File: src/rtl/gfx_pkg.sv
// gfx_pkg: shared FSM states, tilemap entry fields, sprite heights and zdepth values
// for the scanline fetch sequencer.
package gfx_pkg;
    typedef enum logic [2:0] {
        ST_IDLE, ST_LAYER_SEL, ST_MAP_REQ, ST_MAP_RD, ST_PAT_HI, ST_PAT_LO, ST_SPR, ST_DONE
    } state_t;
    localparam int ME_PRIO  = 10;
    localparam int ME_HFLIP = 11;
    localparam int ME_VFLIP = 12;
    localparam int ME_PAL   = 13;
    localparam logic [3:0] SPR_H8  = 4'd7;
    localparam logic [3:0] SPR_H16 = 4'd15;
    localparam logic [1:0] ZD_OFF  = 2'd0;
    function automatic logic [15:0] bswap16(input logic [15:0] w);
        return {w[7:0], w[15:8]};
    endfunction
endpackage

File: src/rtl/gfx_spr_line_test.sv
// gfx_spr_line_test: decides whether a sprite covers the current line and forms the
// word address (without bit 0) of its pattern row.
module gfx_spr_line_test
    import gfx_pkg::*;
(
    input  logic [7:0]  i_vline,
    input  logic [7:0]  i_spr_y,
    input  logic [9:0]  i_spr_idx,
    input  logic        i_spr_h16,
    input  logic        i_spr_vflip,
    input  logic [1:0]  i_spr_zdepth,
    output logic        o_on_line,
    output logic [12:0] o_pat
);
    logic [7:0] w_ydiff;
    logic [3:0] w_h;
    logic [3:0] w_sl;

    assign w_ydiff   = i_vline - i_spr_y;
    assign w_h       = i_spr_h16 ? SPR_H16 : SPR_H8;
    assign w_sl      = i_spr_vflip ? w_h - w_ydiff[3:0] : w_ydiff[3:0];
    assign o_on_line = (w_ydiff <= {4'd0, w_h}) && (i_spr_zdepth != ZD_OFF);
    // 16-px sprites use the odd pattern index for their lower half
    assign o_pat     = {i_spr_idx[9:1], i_spr_idx[0] ^ w_sl[3], w_sl[2:0]};
endmodule

File: src/rtl/gfx_line_fetch_ml.sv
// gfx_line_fetch_ml: per-scanline tile-layer and sprite fetch sequencer feeding the renderer.
// Define GFX_SPR_LIMIT_EN to cap issued sprites per line at MAX_SPR_LINE and flag overflow.
module gfx_line_fetch_ml
    import gfx_pkg::*;
#(
    parameter int NUM_LAYERS   = 2,
    parameter int COLS         = 41,
    parameter int NUM_SPRITES  = 256,
    parameter int MAX_SPR_LINE = 64,
    parameter int VADDR_W      = 14
) (
    input  logic                          clk,
    input  logic                          reset,
    input  logic                          i_start,
    input  logic [7:0]                    i_vline,
    input  logic                          i_gfx_enable,
    input  logic [NUM_LAYERS-1:0]         i_layer_en,
    input  logic                          i_spr_en,
    input  logic [9*NUM_LAYERS-1:0]       i_layer_scrx,
    input  logic [8*NUM_LAYERS-1:0]       i_layer_scry,
    input  logic [VADDR_W*NUM_LAYERS-1:0] i_layer_map,
    input  logic [2*NUM_LAYERS-1:0]       i_layer_prio,
    output logic [$clog2(NUM_SPRITES)-1:0] o_spr_sel,
    input  logic [8:0]                    i_spr_x,
    input  logic [7:0]                    i_spr_y,
    input  logic [9:0]                    i_spr_idx,
    input  logic                          i_spr_h16,
    input  logic [1:0]                    i_spr_zdepth,
    input  logic [2:0]                    i_spr_palette,
    input  logic                          i_spr_hflip,
    input  logic                          i_spr_vflip,
    output logic [VADDR_W-1:0]            o_vaddr,
    input  logic [15:0]                   i_vdata,
    output logic                          o_rnd_start,
    output logic [8:0]                    o_rnd_idx,
    output logic [31:0]                   o_rnd_data,
    output logic                          o_rnd_hflip,
    output logic [2:0]                    o_rnd_palette,
    output logic [2:0]                    o_rnd_zdepth,
    output logic                          o_rnd_zinit,
    input  logic                          i_rnd_busy,
    input  logic                          i_rnd_last,
    output logic                          o_linesel,
    output logic                          o_busy,
    output logic                          o_done,
    output logic                          o_spr_overflow
);
    localparam int CW = $clog2(COLS + 1);

    state_t                    r_state, w_next_state;
    logic [2:0]                r_layer, w_next_layer, w_l;
    logic                      w_found;
    logic [8:0]                w_scrx;
    logic [7:0]                w_scry, w_tline, r_vline;
    logic [VADDR_W-1:0]        w_map;
    logic [1:0]                w_prio;
    logic [5:0]                r_col;
    logic [CW-1:0]             r_cnt;
    logic [8:0]                r_x;
    logic [12:0]               r_pat, w_tile_pat, w_spr_pat;
    logic [15:0]               r_hi;
    logic                      r_hflip, r_spr_mode, r_spr_last, r_zinit, r_linesel;
    logic [2:0]                r_pal, r_zd;
    logic                      w_on_line, w_ready, w_issue, w_cols_done, w_spr_stop;
    logic                      r_rnd_start, r_rnd_hflip, r_rnd_zinit;
    logic [8:0]                r_rnd_idx;
    logic [31:0]               r_rnd_data;
    logic [2:0]                r_rnd_pal, r_rnd_zd;
    logic [$clog2(NUM_SPRITES)-1:0] r_spr_sel;

    gfx_spr_line_test u_spr (
        .i_vline(r_vline), .i_spr_y(i_spr_y), .i_spr_idx(i_spr_idx), .i_spr_h16(i_spr_h16),
        .i_spr_vflip(i_spr_vflip), .i_spr_zdepth(i_spr_zdepth),
        .o_on_line(w_on_line), .o_pat(w_spr_pat)
    );

    always_comb begin
        w_found      = 1'b0;
        w_next_layer = '0;
        for (int l = NUM_LAYERS - 1; l >= 0; l--)
            if (i_layer_en[l] && 3'(l) >= r_layer) begin
                w_found      = 1'b1;
                w_next_layer = 3'(l);
            end
    end

    // while selecting, fetch the scroll of the layer about to be entered
    assign w_l = (r_state == ST_LAYER_SEL) ? w_next_layer : r_layer;

    always_comb begin
        w_scrx = '0;
        w_scry = '0;
        w_map  = '0;
        w_prio = '0;
        for (int l = 0; l < NUM_LAYERS; l++)
            if (w_l == 3'(l)) begin
                w_scrx = i_layer_scrx[9*l +: 9];
                w_scry = i_layer_scry[8*l +: 8];
                w_map  = i_layer_map[VADDR_W*l +: VADDR_W];
                w_prio = i_layer_prio[2*l +: 2];
            end
    end

    assign w_tline     = r_vline + w_scry;
    assign w_tile_pat  = {i_vdata[9:0], i_vdata[ME_VFLIP] ? ~w_tline[2:0] : w_tline[2:0]};
    assign w_ready     = !i_rnd_busy || i_rnd_last;
    assign w_issue     = (r_state == ST_PAT_LO) && w_ready;
    assign w_cols_done = r_cnt == CW'(COLS - 1);

`ifdef GFX_SPR_LIMIT_EN
    localparam int LW = $clog2(MAX_SPR_LINE + 1);
    logic [LW-1:0] r_spr_cnt;
    logic          r_ovf;
    assign w_spr_stop     = w_on_line && (r_spr_cnt == LW'(MAX_SPR_LINE));
    assign o_spr_overflow = r_ovf;
    always_ff @(posedge clk or posedge reset)
        if (reset) begin
            r_spr_cnt <= '0;
            r_ovf     <= 1'b0;
        end else if (i_start) begin
            r_spr_cnt <= '0;
            r_ovf     <= 1'b0;
        end else if (r_state == ST_SPR) begin
            if (w_spr_stop) r_ovf <= 1'b1;
            else if (w_on_line) r_spr_cnt <= r_spr_cnt + 1'b1;
        end
`else
    assign w_spr_stop     = 1'b0;
    assign o_spr_overflow = 1'b0;
`endif

    always_ff @(posedge clk or posedge reset)
        if (reset) r_state <= ST_IDLE;
        else r_state <= w_next_state;

    always_comb begin
        w_next_state = r_state;
        o_vaddr      = '0;
        case (r_state)
            ST_LAYER_SEL: w_next_state = w_found ? ST_MAP_REQ :
                                         (i_spr_en && i_gfx_enable) ? ST_SPR : ST_DONE;
            ST_MAP_REQ: begin
                w_next_state = ST_MAP_RD;
                o_vaddr      = w_map + VADDR_W'({w_tline[7:3], r_col});
            end
            ST_MAP_RD: begin
                w_next_state = ST_PAT_HI;
                o_vaddr      = VADDR_W'({w_tile_pat, 1'b0});
            end
            ST_PAT_HI: begin
                w_next_state = ST_PAT_LO;
                o_vaddr      = VADDR_W'({r_pat, 1'b1});
            end
            ST_PAT_LO: begin
                o_vaddr = VADDR_W'({r_pat, 1'b1});
                if (w_ready)
                    w_next_state = r_spr_mode ? (r_spr_last ? ST_DONE : ST_SPR) :
                                   (w_cols_done ? ST_LAYER_SEL : ST_MAP_REQ);
            end
            ST_SPR: begin
                o_vaddr      = VADDR_W'({w_spr_pat, 1'b0});
                w_next_state = w_spr_stop ? ST_DONE : w_on_line ? ST_PAT_HI :
                               (&r_spr_sel) ? ST_DONE : ST_SPR;
            end
            ST_DONE: w_next_state = ST_IDLE;
            default: ;
        endcase
        if (i_start) w_next_state = ST_LAYER_SEL;
    end

    always_ff @(posedge clk or posedge reset)
        if (reset) begin
            r_layer     <= '0;
            r_vline     <= '0;
            r_col       <= '0;
            r_cnt       <= '0;
            r_x         <= '0;
            r_pat       <= '0;
            r_hi        <= '0;
            r_hflip     <= 1'b0;
            r_pal       <= '0;
            r_zd        <= '0;
            r_spr_mode  <= 1'b0;
            r_spr_last  <= 1'b0;
            r_zinit     <= 1'b0;
            r_linesel   <= 1'b0;
            r_spr_sel   <= '0;
            r_rnd_start <= 1'b0;
            r_rnd_idx   <= '0;
            r_rnd_data  <= '0;
            r_rnd_hflip <= 1'b0;
            r_rnd_pal   <= '0;
            r_rnd_zd    <= '0;
            r_rnd_zinit <= 1'b0;
        end else begin
            r_rnd_start <= 1'b0;
            if (i_start) begin
                r_linesel  <= ~r_linesel;
                r_layer    <= '0;
                r_spr_sel  <= '0;
                r_zinit    <= 1'b1;
                r_vline    <= i_vline;
                r_spr_mode <= 1'b0;
            end else begin
                if (r_state == ST_LAYER_SEL && w_found) begin
                    r_layer <= w_next_layer;
                    r_col   <= w_scrx[8:3];
                    r_cnt   <= '0;
                    r_x     <= 9'd0 - {6'd0, w_scrx[2:0]};
                end
                if (r_state == ST_MAP_RD) begin
                    r_pat   <= w_tile_pat;
                    r_hflip <= i_vdata[ME_HFLIP];
                    r_pal   <= i_vdata[ME_PAL +: 3];
                    r_zd    <= {w_prio, i_vdata[ME_PRIO]};
                end
                if (r_state == ST_PAT_HI) r_hi <= i_vdata;
                // second pattern word is still on vdata while PAT_LO waits for the renderer
                if (w_issue) begin
                    r_rnd_start <= 1'b1;
                    r_rnd_idx   <= r_x;
                    r_rnd_data  <= i_gfx_enable ? {bswap16(r_hi), bswap16(i_vdata)} : 32'd0;
                    r_rnd_hflip <= r_hflip;
                    r_rnd_pal   <= r_pal;
                    r_rnd_zd    <= r_zd;
                    r_rnd_zinit <= r_zinit;
                    r_x         <= r_x + 9'd8;
                    r_col       <= r_col + 6'd1;
                    r_cnt       <= r_cnt + 1'b1;
                    if (w_cols_done && !r_spr_mode) begin
                        r_layer <= r_layer + 3'd1;
                        r_zinit <= 1'b0;
                    end
                end
                if (r_state == ST_SPR) begin
                    r_spr_sel  <= r_spr_sel + 1'b1;
                    r_spr_last <= &r_spr_sel;
                    if (w_on_line) begin
                        r_spr_mode <= 1'b1;
                        r_pat      <= w_spr_pat;
                        r_hflip    <= i_spr_hflip;
                        r_pal      <= i_spr_palette;
                        r_zd       <= {i_spr_zdepth, 1'b0};
                        r_x        <= i_spr_x;
                    end
                end
            end
        end

    assign o_spr_sel     = r_spr_sel;
    assign o_rnd_start   = r_rnd_start;
    assign o_rnd_idx     = r_rnd_idx;
    assign o_rnd_data    = r_rnd_data;
    assign o_rnd_hflip   = r_rnd_hflip;
    assign o_rnd_palette = r_rnd_pal;
    assign o_rnd_zdepth  = r_rnd_zd;
    assign o_rnd_zinit   = r_rnd_zinit;
    assign o_linesel     = r_linesel;
    assign o_busy        = (r_state != ST_IDLE) && (r_state != ST_DONE);
    assign o_done        = r_state == ST_DONE;
endmodule
File: config.mk
export PLATFORM = sky130hd
export DESIGN_NAME = gfx_line_fetch_ml
export DESIGN_NICKNAME = d
export VERILOG_FILES = /design/src/rtl/gfx_pkg.sv /design/src/rtl/gfx_spr_line_test.sv /design/src/rtl/gfx_line_fetch_ml.sv
export SDC_FILE = /design/constraint.sdc
export NUM_CORES = 1
export LEC_CHECK = 0
export CAP_MARGIN = 20
export CORE_ASPECT_RATIO = 2
export CORE_MARGIN = 5
export CORE_UTILIZATION = 30
export DETAILED_ROUTE_END_ITERATION = 6
export GPL_TIMING_DRIVEN = 0
export PLACE_DENSITY_LB_ADDON = 0.12
export SYNTH_ARGS = -nofsm -noshare
export SYNTH_HDL_FRONTEND = slang
export SYNTH_SLANG_ARGS = --single-unit
export TNS_END_PERCENT = 30
File: constraint.sdc
create_clock -name clk -period 7.2 [get_ports clk]
set_input_delay 1.8 -clock clk [delete_from_list [all_inputs] [get_ports clk]]
set_output_delay 1.8 -clock clk [all_outputs]
set_load 0.1 [all_outputs]
======== Yosys cells after proc, flatten, opt, wreduce, memory -nomap -nowiden ========
Index checks and enable logic that the tools add are counted.
storage, ports and cells
  register bits after elaboration ......... 133
  input port bits ......................... 134
  output and inout bits ................... 76
operators by class
  add/subtract/negate cells ............... 10
  $lt $le $gt $ge ......................... 3
  eq/ne operators ......................... 11
  mux-type cells .......................... 62
  bitwise gates (word level) .............. 4
  reduce and logical (&&, ||, !) cells .... 29
operators with widths
  cell                   count
  $pmux W14 S4           1
  $mux W9                6
  $mux W3                16
  $mux W13               3
  $mux W32               1
  $mux W8                4
  $mux W14               2
  $mux W6                4
  $pmux W3 S7            1
  $mux W1                18
  $add A14 B11 Y14       1
  $reduce_and A2 Y1      7
  $add A6 B1 Y6 const B  2
  $eq A3 B3 Y1 const B   4
  $reduce_bool A2 Y1     6
  $add A9 B4 Y9 const B  1
  $add A8 B1 Y8 const B  1
  $add A8 B8 Y8          1
  $le A8 B4 Y1           1
  $logic_and A1 B1 Y1    8
  $mux W2                4
  $mux W4                2
  $reduce_and A8 Y1      1
  $reduce_bool A8 Y1     1
  17 further kinds       23

======== Depth between registers and ports, before layout ========
Gate-level depths: netlist (run 1).
  depth in word-level cells ............... 14
  gate-level depth with buffers ........... 22

======== By module ========
From an unflattened synthesis (run 1), not the netlist that was laid out.
second synthesis, totals
  cells, all modules ...................... 896
  area total of the unflattened synthesis .. 8,001.4 um2
by module, submodules not included
  module             times used  cells an instance  area an instance (um2)
  gfx_line_fetch_ml  1           826                7,483.4
  gfx_spr_line_test  1           70                 518.0

======== Worst setup path before layout (run 1) ========
Ideal clock, no wire load.
  path kind ............................... input to output
  from .................................... in i_layer_en[1]
  to ...................................... out o_vaddr[12]
  arrival time ............................ 7.043 ns
  data required time ...................... 5.400 ns
  slack ................................... -1.643 ns
  stages .................................. 19
  path through ............................ or3b_1 > a211oi_2 > a21oi_2 > clkbuf_1 > buf_2 > buf_2 > a22o_1 > fa_1 > a21o_1 > a21o_1 > a21o_1 > a21oi_1 > xnor2_1 > ha_1 > o211ai_1 > o31ai_1 > o311ai_1 > xor2_1 > o221ai_1
between the ends
  longest elaborated chain between the ends .. 10
ends and longest elaborated chain
  item                     RTL line                  text
  from (decl)              gfx_line_fetch_ml.sv:17   input logic [NUM_LAYERS-1:0] i_layer_en,
  $logic_and A1 B1 Y1 *    gfx_line_fetch_ml.sv:81   if (i_layer_en[l] && 3'(l) >= r_layer) begin
  $mux W1 * (2 in series)  gfx_line_fetch_ml.sv:81
  $mux W3 *                gfx_line_fetch_ml.sv:88   assign w_l = (r_state == ST_LAYER_SEL) ? w_next_layer : r_layer;
  $logic_not A3 Y1         gfx_line_fetch_ml.sv:96   if (w_l == 3'(l)) begin
  $mux W8 (2 in series)    gfx_line_fetch_ml.sv:96
  $add A8 B8 Y8            gfx_line_fetch_ml.sv:104  assign w_tline = r_vline + w_scry;
  $add A14 B11 Y14 *       gfx_line_fetch_ml.sv:144  o_vaddr = w_map + VADDR_W'({w_tline[7:3], r_col});
  $pmux W14 S4 *           gfx_line_fetch_ml.sv:139  case (r_state)
  to (decl)                gfx_line_fetch_ml.sv:32   output logic [VADDR_W-1:0] o_vaddr,
Mark *: on every way between the ends. The rest lies on a longest branch, timed or not.

======== Worst setup path in the final report (run 1) ========
Same ends and word-level chain as after synthesis.

==> flow_summary.ini, run 1 <==
[synth]
synth.avg_cell_area_um2 = 9.23
yosysUniqueCellTypes = 72
synth-seq-cells = 133
synthesis.nets = 1026
synth_top_area_frac = 0.422
syn_inst = 854
yosysTopAreaCell = dfrtp_1
yosys_warnings = 0
ys_top_cells_by_count = 154 x nand2_1, 133 x dfrtp_1, 54 x nor2_1
yosysMostFrequentCell = nand2_1
synth_edf_count = 0
ys_top_cells_by_area = dfrtp_1 42%, nand2_1 7.3%, ha_1 5.6%
yosys_most_used_dff = dfrtp_1
ys_seq_area_frac = 0.422
synthArstFlopShare = 1.00
syn-cell-area_um2 = 7890

[grt]
grt_max_degree = 80
grt_util_met1 = 0.198
overflow = 0
grt_use_met2 = 0.389
grt_pass1_wl_mm = 45.1
grt_usage = 0.198
grt_util_met3 = 0.0370
grt_pass1_vias = 7741
busiest_layer = met2
grt_antenna_before_repair = 0

[sta]
tightest_slew_ns = 1.03
setup_viol_count_final = 5
period_minus_slack_ns = 7.61
setup_ws_ns = -0.410
grt_setup_unrepaired = true
slew_headroom = 0.311
maxSlewViolCount = 0
hold_viol_final = 0
finalCritPeriodShare = 1.06
skew_ns = 0.00566
fmax_mhz = 131

[critical_path]
critPathLaunchType = input pin
crit_path_end_kind = output port
r2r-end = r_zd[2]
worstPathCellList = buf_6 -> or3b_4 -> a211oi_4 -> buf_4 -> a31o_4 -> buf_6 -> a22o_1 -> ha_2 -> fa_2 -> a21o_1 -> a21o_1 -> a21o_1 -> a21oi_2 -> xnor2_1 -> ha_1 -> o211ai_1 -> o31ai_4 -> o311ai_2 -> xor2_1 -> o221ai_4 -> buf_12
arrival_ns = 5.81
path_common_cell = a21o_1
cp.required_ns = 5.40
timing.critical_path.buf_inv = 4
worstPathMaxFanout = 7
crit_family = compound AO/OA/AOI/OAI gates
worstSetupPathType = in -> out
ff2ff_setup_slack_ns = 3.39
cpPeakStageDelay_ns = 0.36
r2r-start = r_vline[1]
r2r_cells = 14
slowest_stage = fa_2

[drt]
vias_per_cell = 5.18
drc = 0
antenna_left = 0
detail_route.wl_per_cell_um = 20.6
drtPass1Iterations = 5
via_count = 7525
totalWireLength_mm = 29.9
drt-initial-drc-count = 427

[final_layout]
fin_nets = 1267
num_antenna_cells = 0
final_cells = 1452
multiInputGateArea_um2 = 4520
design_area_um2 = 11500
seq_area_um2 = 3330
nFillCells = 2603
final_core_util = 0.441
drive_above_1_share = 0.133
area_growth_pct = 46.3

[clocking]
insertion_delay_ns = 0.44
h-tree-depth = 4
holdBufCountCts = 0
cts_root_buf = clkbuf_16
cts_tree = yes
cts.sinks = 133
cts_buffers = 17
clock_path_buffers = 2
clkTransAtPathRegs_ns = 0.06

[run]
maxCapViolations = 0

[status]
violations = negative setup slack
outcome = finished with violations

[placement]
dp.cells = 1405
placedInstanceArea_um2 = 10600
gp_congestion = 0.815
port_buffers = 206
hpwl_mm = 23.5

[die]
start_util = 0.301
die_x_um = 125
core_um2 = 26200
rows = 84
die_area_um2 = 29800
die-height_um = 239
io_pins = 210

[min_path]
hold_path_depth = 2
min_to = o_rnd_data[19]
hold_start = o_rnd_data[19]
min_path_type = reg -> reg

[power]
power_density_nw_per_um2 = 498
p_leak_nw = 4.94
ir_drop_mv = 0.295
-- metrics by stage --
step	TNS [ns]	setup WS (ns)	hold WS [ns]	power (mW)
2_1_floorplan	-1.88	-0.517	0.439	3.66
3_3_place_gp	-93.72	-2.39	0.451	4.49
3_5_place_dp	-20.65	-2.39	0.456	4.52
4_1_cts	-2.73	-0.653	0.469	5.72
5_1_grt	-2.56	-0.595	0.477	6.03
6_report	-1.60	-0.410	0.463	5.74
-- worst max-delay path by stage --
| stage | startpoint | to | cells after the start |
|---|---|---|---|
| 2_1_floorplan | i_layer_en[1] | o_vaddr[12] | 18 |
| 3_3_place_gp | i_layer_en[1] | o_vaddr[12] | 20 |
| 3_5_place_dp | i_layer_en[1] | o_vaddr[12] | 20 |
| 4_1_cts | i_layer_en[1] | o_vaddr[13] | 23 |
| 5_1_grt | i_layer_en[1] | o_vaddr[12] | 20 |
| 6_report | i_layer_en[1] | o_vaddr[12] | 21 |
-- per-layer routing --
metal  wire length [µm]  vias up
li1                   -     3576
met1              10400     3682
met2              17100      217
met3               1150       50
met4               1240        0
met5                  0        -
-- layout make-up --
type / count / area share
well taps: 344 / 0.0373
clock buffers: 20 / 0.0387
plain buffers: 47 / 0.0182
multi-input cells: 644 / 0.392
inverters: 26 / 0.00889
repair buffers: 226 / 0.197
clock inverters: 12 / 0.0195
flip-flops and latches: 133 / 0.288
-- sequential cells by signal, indices dropped and copies added (netlist names), 3 cells and up --
register and flops:
r_zd 3, r_state 3, o_rnd_idx 9, o_spr_sel 8, r_col 6, r_pat 13
r_x 9, r_pal 3, o_rnd_zdepth 3, o_rnd_data 32, o_rnd_palette 3, r_cnt 6
r_vline 8, r_hi 16, r_layer 3
-- repair_timing --
action	in CTS	in global routing
resized for setup	101	11
buffers inserted	15	4
setup endpoints to repair	13	12
pin swaps	26	19
-- logic make-up after synthesis --
group / after synthesis / synth area share
AOI/OAI and AO/OA: 233 / 0.224
xor gates and xnor gates: 32 / 0.0355
adders and majority gates: 38 / 0.0632
buffers and inverters: 77 / 0.0394
DFF: 133 / 0.422
muxes: 25 / 0.0354
other: 1 / 0.000476
and+or+nand+nor: 315 / 0.180
-- power breakdown --
group	switching, mW	internal [mW]
clock	0.350	0.659
sequential	0.204	1.02
combinational	2.37	1.15
-- worst min-delay path, delay by kind of cell, from the launching register on --
| family | cells | cell delay [ns] |
|---|---|---|
| simple gates | 2 | 0.10 |
| flops | 1 | 0.34 |
-- cell usage in the layout (no fill, tap or decap), types with 6 or more instances in the layout --
cell               n
nand2_1          153
buf_1              7
a22oi_1           10
xor2_1            17
dfrtp_1          133
bufinv_16          6
a31oi_1           10
buf_6              8
and3_1            10
o22a_1             6
a2bb2oi_1          6
nand3_1           38
nand4_1           10
o21ai_0           27
a21o_1            10
a22o_1            21
ha_1              30
mux2_2            23
nor3_1            12
inv_1             24
clkdlybuf4s50_1  192
xnor2_1           11
clkbuf_16         17
clkbuf_1          35
a211oi_1           6
a221oi_1           6
nor2_1            52
buf_4             19
o22ai_1           16
nor2b_1           13
a21oi_1           29
o21ai_1            6
a2bb2oi_2         10
(Power assumes the default switching activity.)
==> inputs of run 2 (changes only) <==
--- a/config.mk
+++ b/config.mk
@@ -12,6 +12,7 @@
 export DETAILED_ROUTE_END_ITERATION = 6
 export GPL_TIMING_DRIVEN = 0
 export PLACE_DENSITY_LB_ADDON = 0.12
+export RECOVER_POWER = 100
 export SYNTH_ARGS = -nofsm -noshare
 export SYNTH_HDL_FRONTEND = slang
 export SYNTH_SLANG_ARGS = --single-unit
==> flow_summary.ini, run 2 (synthesis gave the netlist of run 1 again) <==
[status]
outcome = finished with violations
violations = max-capacitance violations, max-slew violations, negative setup slack

[clocking]
insertion_delay_ns = 0.44
clkTransAtPathRegs_ns = 0.06
cts.sinks = 133
holdBufCountCts = 0
clock_path_buffers = 2
h-tree-depth = 4
cts_buffers = 17
cts_root_buf = clkbuf_16
cts_tree = yes

[die]
die_x_um = 125
io_pins = 210
die_area_um2 = 29800
core_um2 = 26200
die-height_um = 239
start_util = 0.301
rows = 84

[final_layout]
layout.cells.most_common = nand2_1
largest_reg_flops = 32
design_area_um2 = 11400
nFillCells = 2619
fin_nets = 1267
num_antenna_cells = 0
area_growth_pct = 44.6
drive_above_1_share = 0.120
mostFrequentLayoutCells = 153 x nand2_1, 133 x dfrtp_1, 127 x clkdlybuf4s50_1

[sta]
maxSlewViolCount = 136
setup_ws_ns = -0.401
skew_ns = 0.00690
grt_setup_unrepaired = true
fmax_mhz = 132
period_minus_slack_ns = 7.60
slew_headroom = -0.798
holdWs_ns = 0.458
tightest_slew_ns = 2.68
finalCritPeriodShare = 1.06
setup_viol_count_final = 5
hold_viol_final = 0
finalSetupTns_ns = -1.57

[power]
ir_drop_mv = 0.294
power_density_nw_per_um2 = 496
p_leak_nw = 5.04

[drt]
vias_per_cell = 5.16
detail_route.wl_per_cell_um = 20.6
drt-initial-drc-count = 391
via_count = 7495
drtPass1Iterations = 4
drc = 0
antenna_left = 0
totalWireLength_mm = 30.0

[placement]
placedInstanceArea_um2 = 10600
port_buffers = 206
gp_congestion = 0.815
post-place-ws_ns = -2.39
hpwl_mm = 23.5

[critical_path]
arrival_ns = 5.80
crit_end = o_vaddr[12]
r2r-end = r_pal[2]
crit_path_end_kind = output port
worstPathMaxFanout = 7
ff2ff_setup_slack_ns = 2.83
r2r-start = r_vline[1]
cp.required_ns = 5.40
r2r_cells = 14
worstSetupPathType = in -> out
crit_path_start = i_layer_en[1]
critPathLaunchType = input pin

[grt]
grt_pass1_vias = 7741
overflow = 0
grt_antenna_before_repair = 0
grt_usage = 0.198
grt_max_degree = 80
grt_pass1_wl_mm = 45.1

[run]
maxCapViolations = 2

[min_path]
hold_path_depth = 2
min_path_type = reg -> reg
## run 2: cell count changes in the layout (fill, tap and decap cells not counted), moves of 2 or more
cell	delta
clkdlybuf4s50_1	-65
dlygate4sd3_1	+65
clkbuf_1	+11
a2bb2oi_1	+7
a2bb2oi_2	-7
buf_1	-7
o21ai_0	+3
buf_6	-2
clkbuf_4	+2
dlygate4sd2_1	-2
o21ai_1	-2
## run 2: worst min-delay path by stage
stage                            to            from  slack, ns
floorplan           o_rnd_zdepth[0]         r_zd[0]       0.44
global placement     o_rnd_data[14]  o_rnd_data[14]       0.45
detailed placement   o_rnd_data[14]  o_rnd_data[14]       0.46
CTS                  o_rnd_data[14]  o_rnd_data[14]       0.47
global route          o_rnd_data[3]   o_rnd_data[3]       0.47
finish               o_rnd_data[19]  o_rnd_data[19]       0.46
## run 2: final cells by class
| cell class | instances | area, µm² | area share |
|---|---|---|---|
| multi-input cells | 644 | 4440 | 0.389 |
| plain buffers | 47 | 201 | 0.0177 |
| well taps | 344 | 430 | 0.0377 |
| clock buffers | 20 | 447 | 0.0392 |
| repair buffers | 226 | 2240 | 0.196 |
| flip-flops and latches | 133 | 3330 | 0.292 |
| clock inverters | 12 | 225 | 0.0197 |
| inverters | 26 | 98.8 | 0.00867 |
## run 2: power by group
| group | internal [mW] | switching [mW] | leakage [nW] |
|---|---|---|---|
| sequential | 1.02 | 0.195 | 1.66 |
| combinational | 1.08 | 2.36 | 3.06 |
| clock | 0.659 | 0.350 | 0.317 |
| total | 2.75 | 2.90 | 5.04 |
## run 2: what timing repair did
action / CTS / global route
pin swaps: 26 / 19
setup buffers: 15 / 4
gates cloned: 0 / 0
resized for setup: 101 / 11
endpoints found under the setup margin: 13 / 12
## run 2: stage by stage
stage | utilization | total power, mW | std cells
4_1_cts | 0.439 | 5.72 | 1451
3_5_place_dp | 0.404 | 4.52 | 1405
5_1_grt | 0.436 | 5.94 | 1452
6_report | 0.436 | 5.66 | 1452
2_1_floorplan | - | 3.66 | 854
3_3_place_gp | 0.402 | 4.49 | 1404
## run 2: layer usage
layer	part of all wire	track usage	up-vias
met2	0.57	0.389	208
li1	-	-	3569
met4	0.040	0.0911	0
met5	0	0	-
met3	0.036	0.0370	45
met1	0.35	0.198	3673
## run 2: critical path: stages
cell	delay, ns
buf_6	0.09
or3b_4	0.23
a211oi_4	0.04
buf_4	0.15
a31o_4	0.27
buf_6	0.14
a22o_1	0.18
ha_2	0.19
fa_2	0.36
a21o_1	0.17
a21o_1	0.17
a21o_1	0.17
a21oi_2	0.12
xnor2_1	0.14
ha_1	0.31
o211ai_1	0.19
o31ai_4	0.11
o311ai_2	0.28
xor2_1	0.28
o221ai_4	0.16
buf_12	0.22
==> inputs of run 3 (changes only) <==
--- a/config.mk
+++ b/config.mk
@@ -5,11 +5,13 @@
 export SDC_FILE = /design/constraint.sdc
 export NUM_CORES = 1
 export LEC_CHECK = 0
+export ABC_CLOCK_PERIOD_IN_PS = 7200
 export CAP_MARGIN = 20
 export CORE_ASPECT_RATIO = 2
 export CORE_MARGIN = 5
 export CORE_UTILIZATION = 30
 export DETAILED_ROUTE_END_ITERATION = 6
+export GPL_ROUTABILITY_DRIVEN = 0
 export GPL_TIMING_DRIVEN = 0
 export PLACE_DENSITY_LB_ADDON = 0.12
 export RECOVER_POWER = 100
==> results of run 3 <==
Final layout, timing and power as in run 2 (identical DEF).
==> variant 1: new RTL, flow settings as in run 3 <==
Compare `r_cnt` against `CW'(COLS - 1)` with >= in place of ==.
--- a/src/rtl/gfx_line_fetch_ml.sv
+++ b/src/rtl/gfx_line_fetch_ml.sv
@@ -105,7 +105,7 @@
     assign w_tile_pat  = {i_vdata[9:0], i_vdata[ME_VFLIP] ? ~w_tline[2:0] : w_tline[2:0]};
     assign w_ready     = !i_rnd_busy || i_rnd_last;
     assign w_issue     = (r_state == ST_PAT_LO) && w_ready;
-    assign w_cols_done = r_cnt == CW'(COLS - 1);
+    assign w_cols_done = r_cnt >= CW'(COLS - 1);
 
 `ifdef GFX_SPR_LIMIT_EN
     localparam int LW = $clog2(MAX_SPR_LINE + 1);
Check against the original RTL: same outputs for any inputs over 4 cycles, from zero or initial values and one cycle with reset high; that may be too few to reach the edited logic, so the function may still have changed.
==> variant 1 against run 3 <==
The run still ends with max-capacitance violations, max-slew violations, negative setup slack left; sequential cell count stayed put; wire length up 1.2%; design area is 0.42% higher; synthesized area up 1.2%; worst hold slack got worse by 2.2 ps; setup slack gained 150 ps; total power grew 7.6%; synthesized cell count rose by 4.3%; die area rose by 1.1%.
==> variant 1: results (changes against run 3) <==
The instance count after placement with tap cells included is 1441 (was 1405). The routed via count came out at 7740 (was 7495). The leakage power summed over all cells is 5.15 nW (was 5.04 nW). The share of post-route cells with drive strength above 1 came to 12.6% (was 12.0%). The worst setup skew after layout came out at 8.40 ps (was 6.90 ps). Run status: finished, violations left (unchanged). Top cells by instance count after synthesis: 156 x sky130_fd_sc_hd__nand2_1, 133 x sky130_fd_sc_hd__dfrtp_1, 78 x sky130_fd_sc_hd__nor2_1 (was 154 x sky130_fd_sc_hd__nand2_1, 133 x sky130_fd_sc_hd__dfrtp_1, 54 x sky130_fd_sc_hd__nor2_1). The internal power summed over all cells came out at 2.87 mW (was 2.75 mW). The number of input and output port buffers inserted is 205 (was 206). The share of total power in sequential cells is 19.5% (was 21.4%). The aggregate global-route resource usage came out at 20.0% (was 19.8%). The via count of the first global-routing pass is 7954 (was 7741). The power attributed to combinational cells came out at 4.03 mW (was 3.43 mW). The cell type of the slowest stage on the worst timing path is sky130_fd_sc_hd__or3b_4 (was sky130_fd_sc_hd__fa_2).

The buffer count from post-CTS setup fixing came out at 19 (was 15). The multi-input combinational gate total came out at 677 (was 644). The multi-input gate share of the layout cell area is 39.1% (was 38.9%). The final setup violation count is 5 (unchanged). The first-pass GRT wire length is 45900 um (was 45100 um). The met3 demand-to-capacity share in global routing is 4.01% (was 3.70%). The first-pass iteration count of the detailed router came to 6 (was 4).

The met2 global-route usage came out at 39.5% (was 38.9%). The sequential portion of the cell area came out at 29.1% (was 29.2%). The delay of the slowest cell on the worst path came out at 400 ps (was 360 ps). The count of pins over their slew limit was 144 (was 136). The violation count after the first detailed-route iteration is 481 (was 391). The sequential area share after synthesis came out at 41.7% (was 42.2%).

The count of max-cap constraint violations is 3 (was 2). The average wire per cell in the routed design came to 20.2 um (was 20.6 um). The number of distinct standard cells referenced by the synthesized netlist is 74 (was 72). The cell count after synthesis is 891 (was 854). The worst min-delay path endpoint is o_rnd_data[7] (was o_rnd_data[19]). The initial antenna violation count came out at 1 (was 0). The number of antenna repair diodes is 2 (was 0). The routed length on met2 came out at 17200 um (was 17100 um). The critical hold path startpoint is o_rnd_data[7] (was o_rnd_data[19]). The count of filler cells inserted in the layout is 2726 (was 2619). The data arrival time of the worst path is 5650 ps (was 5800 ps).

The total wire length was 30300 um (was 30000 um). Most area-consuming cells after synthesis: sky130_fd_sc_hd__dfrtp_1 42%, sky130_fd_sc_hd__nand2_1 7.3%, sky130_fd_sc_hd__ha_1 5.5%, sky130_fd_sc_hd__nor2_1 3.7%, sky130_fd_sc_hd__mux2_2 3.4% (was sky130_fd_sc_hd__dfrtp_1 42%, sky130_fd_sc_hd__nand2_1 7.3%, sky130_fd_sc_hd__ha_1 5.6%, sky130_fd_sc_hd__mux2_2 3.3%, sky130_fd_sc_hd__nor2_1 2.6%). Failing checks: max-capacitance violations, max-slew violations, negative setup slack (unchanged). The worst slew margin relative to its limit was -79.6% (was -79.8%). The number of ordinary inverters in the final layout was 27 (was 26).

The final critical-path setup slack is -255 ps (was -401 ps). The number of nets produced by synthesis came out at 1063 (was 1026). The number of cells upsized or downsized after cts is 89 (was 101).
==> variant 1: metrics by stage <==
| step | area, sq um | setup TNS (ps) | power [mW] | hold slack [ps] | util (%) |
|---|---|---|---|---|---|
| after floorplan | 8130 | -2730 | 4.02 | 438 | - |
| after global placement | 10600 | -93260 | 4.98 | 448 | 40.4 |
| after detailed placement | 10600 | -18650 | 5.01 | 454 | 40.5 |
| after CTS | 11500 | -972 | 6.13 | 468 | 43.8 |
| after global routing | 11400 | -1570 | 6.43 | 475 | 43.6 |
| final | 11500 | -869 | 6.08 | 456 | 43.6 |
==> variant 1: cell families (layout without fill, tap and decap cells) <==
group	after synthesis	in the layout	synth area share [%]
AO/OA/AOI/OAI	224	224	20.3
XOR/XNOR	36	36	3.95
AND/OR/NAND/NOR	350	350	19.8
adder cells (fa/ha/maj)	38	38	6.24
multiplexers	28	28	3.89
flip-flops	133	133	41.7
buffers and inverters	81	342	4.09
other	1	3	0.0470
==> variant 2: new RTL, flow settings as in run 3 <==
Without the edit above. Change the parameter `NUM_LAYERS` from 2 to 4.
--- a/src/rtl/gfx_line_fetch_ml.sv
+++ b/src/rtl/gfx_line_fetch_ml.sv
@@ -3,7 +3,7 @@
 module gfx_line_fetch_ml
     import gfx_pkg::*;
 #(
-    parameter int NUM_LAYERS   = 2,
+    parameter int NUM_LAYERS   = 4,
     parameter int COLS         = 41,
     parameter int NUM_SPRITES  = 256,
     parameter int MAX_SPR_LINE = 64,
Interface: changed (5 resized); port bits go from 210 to 278. The function was not compared with the original's and may differ.
==> variant 2 against run 3 <==
The run still ends with max-capacitance violations, max-slew violations, negative setup slack left; wire length up 24%; total power is 25% higher; setup slack got worse by 69 ps; sequential power shrank 4%; synthesized area grew 10%; register-to-register slack worse by 260 ps; sequential cell count stayed put; largest power group unchanged; design area up 18%; critical endpoint is now o_vaddr[13].
==> variant 2: results (changes against run 3) <==
The routed via count divided by cell count came out at 5.26 (was 5.16). Failing checks: max-capacitance violations, max-slew violations, negative setup slack (unchanged). Run status: finished, violations left (unchanged). The area overhead of the layout relative to synthesis came to 54.7% (was 44.6%). The worst-case setup slack after placement is -2510 ps (was -2390 ps).

The via count of the first global-routing pass came to 9382 (was 7741). The count of filler cells inserted in the layout came out at 2818 (was 2619). The number of nets produced by synthesis is 1243 (was 1026). The share of post-route cells with drive strength above 1 came out at 14.2% (was 12.0%).

The first-pass iteration count of the detailed router came to 5 (was 4). The worst slew margin relative to its limit was -53.6% (was -79.8%). The share of the synthesized area in compound gates (AO/OA/AOI/OAI) is 20.7% (was 22.4%).

The final setup violation count came out at 8 (was 5). The clock network power is 0.949 mW (was 1.01 mW). The worst hold margin came out at 458 ps (about the same). The worst flop-to-flop path endpoint is r_pat[5] (was r_pal[2]).

The count of max-cap constraint violations came out at 2 (unchanged). The standard cell area after detailed placement is 12100 sq um (was 10600 sq um). The average wire per cell in the routed design came out at 21.6 um (was 20.6 um). The buffer count from post-CTS setup fixing came to 36 (was 15). The clock distribution area overhead in the final layout came out at 4.68% (was 5.89%). The total power is 7.04 mW (was 5.66 mW). The cell type of the slowest stage on the worst timing path is sky130_fd_sc_hd__or4_4 (was sky130_fd_sc_hd__fa_2).

The count of pins over their slew limit came out at 136 (unchanged). The worst min-delay path endpoint is o_rnd_data[24] (was o_rnd_data[19]). The number of clock buffers in the layout came out at 18 (was 20). The largest net degree at the start of global routing is 88 (was 80). The cell count after synthesis came out at 1002 (was 854). The routed via count is 9015 (was 7495). The data arrival time of the worst path came out at 5870 ps (was 5800 ps).

Top cells by instance count after synthesis: 161 x sky130_fd_sc_hd__nand2_1, 133 x sky130_fd_sc_hd__dfrtp_1, 63 x sky130_fd_sc_hd__o21ai_0 (was 154 x sky130_fd_sc_hd__nand2_1, 133 x sky130_fd_sc_hd__dfrtp_1, 54 x sky130_fd_sc_hd__nor2_1). The critical hold path startpoint is o_rnd_data[24] (was o_rnd_data[19]). The number of cells upsized or downsized after cts is 145 (was 101). The final critical-path setup slack came out at -470 ps (was -401 ps).
[variant 2: cell count changes in the layout (fill, tap and decap cells not counted), moves of 11 or more]
| cell | change |
|---|---|
| sky130_fd_sc_hd__a21oi_1 | +17 |
| sky130_fd_sc_hd__o22ai_1 | +14 |
| sky130_fd_sc_hd__o21ai_0 | +22 |
| sky130_fd_sc_hd__clkdlybuf4s50_1 | +65 |
| sky130_fd_sc_hd__nand3_1 | +19 |
| sky130_fd_sc_hd__a2bb2oi_1 | -11 |
| sky130_fd_sc_hd__mux2i_1 | +41 |
| sky130_fd_sc_hd__buf_4 | +23 |
[variant 2: metal layers]
layer	routed length (um)	global-route usage (%)	part of all wire [%]
met1	12500	22.5	34
met2	21200	43.6	57
met3	1550	3.25	4.2
met4	1800	11.3	4.9
met5	0	0	0
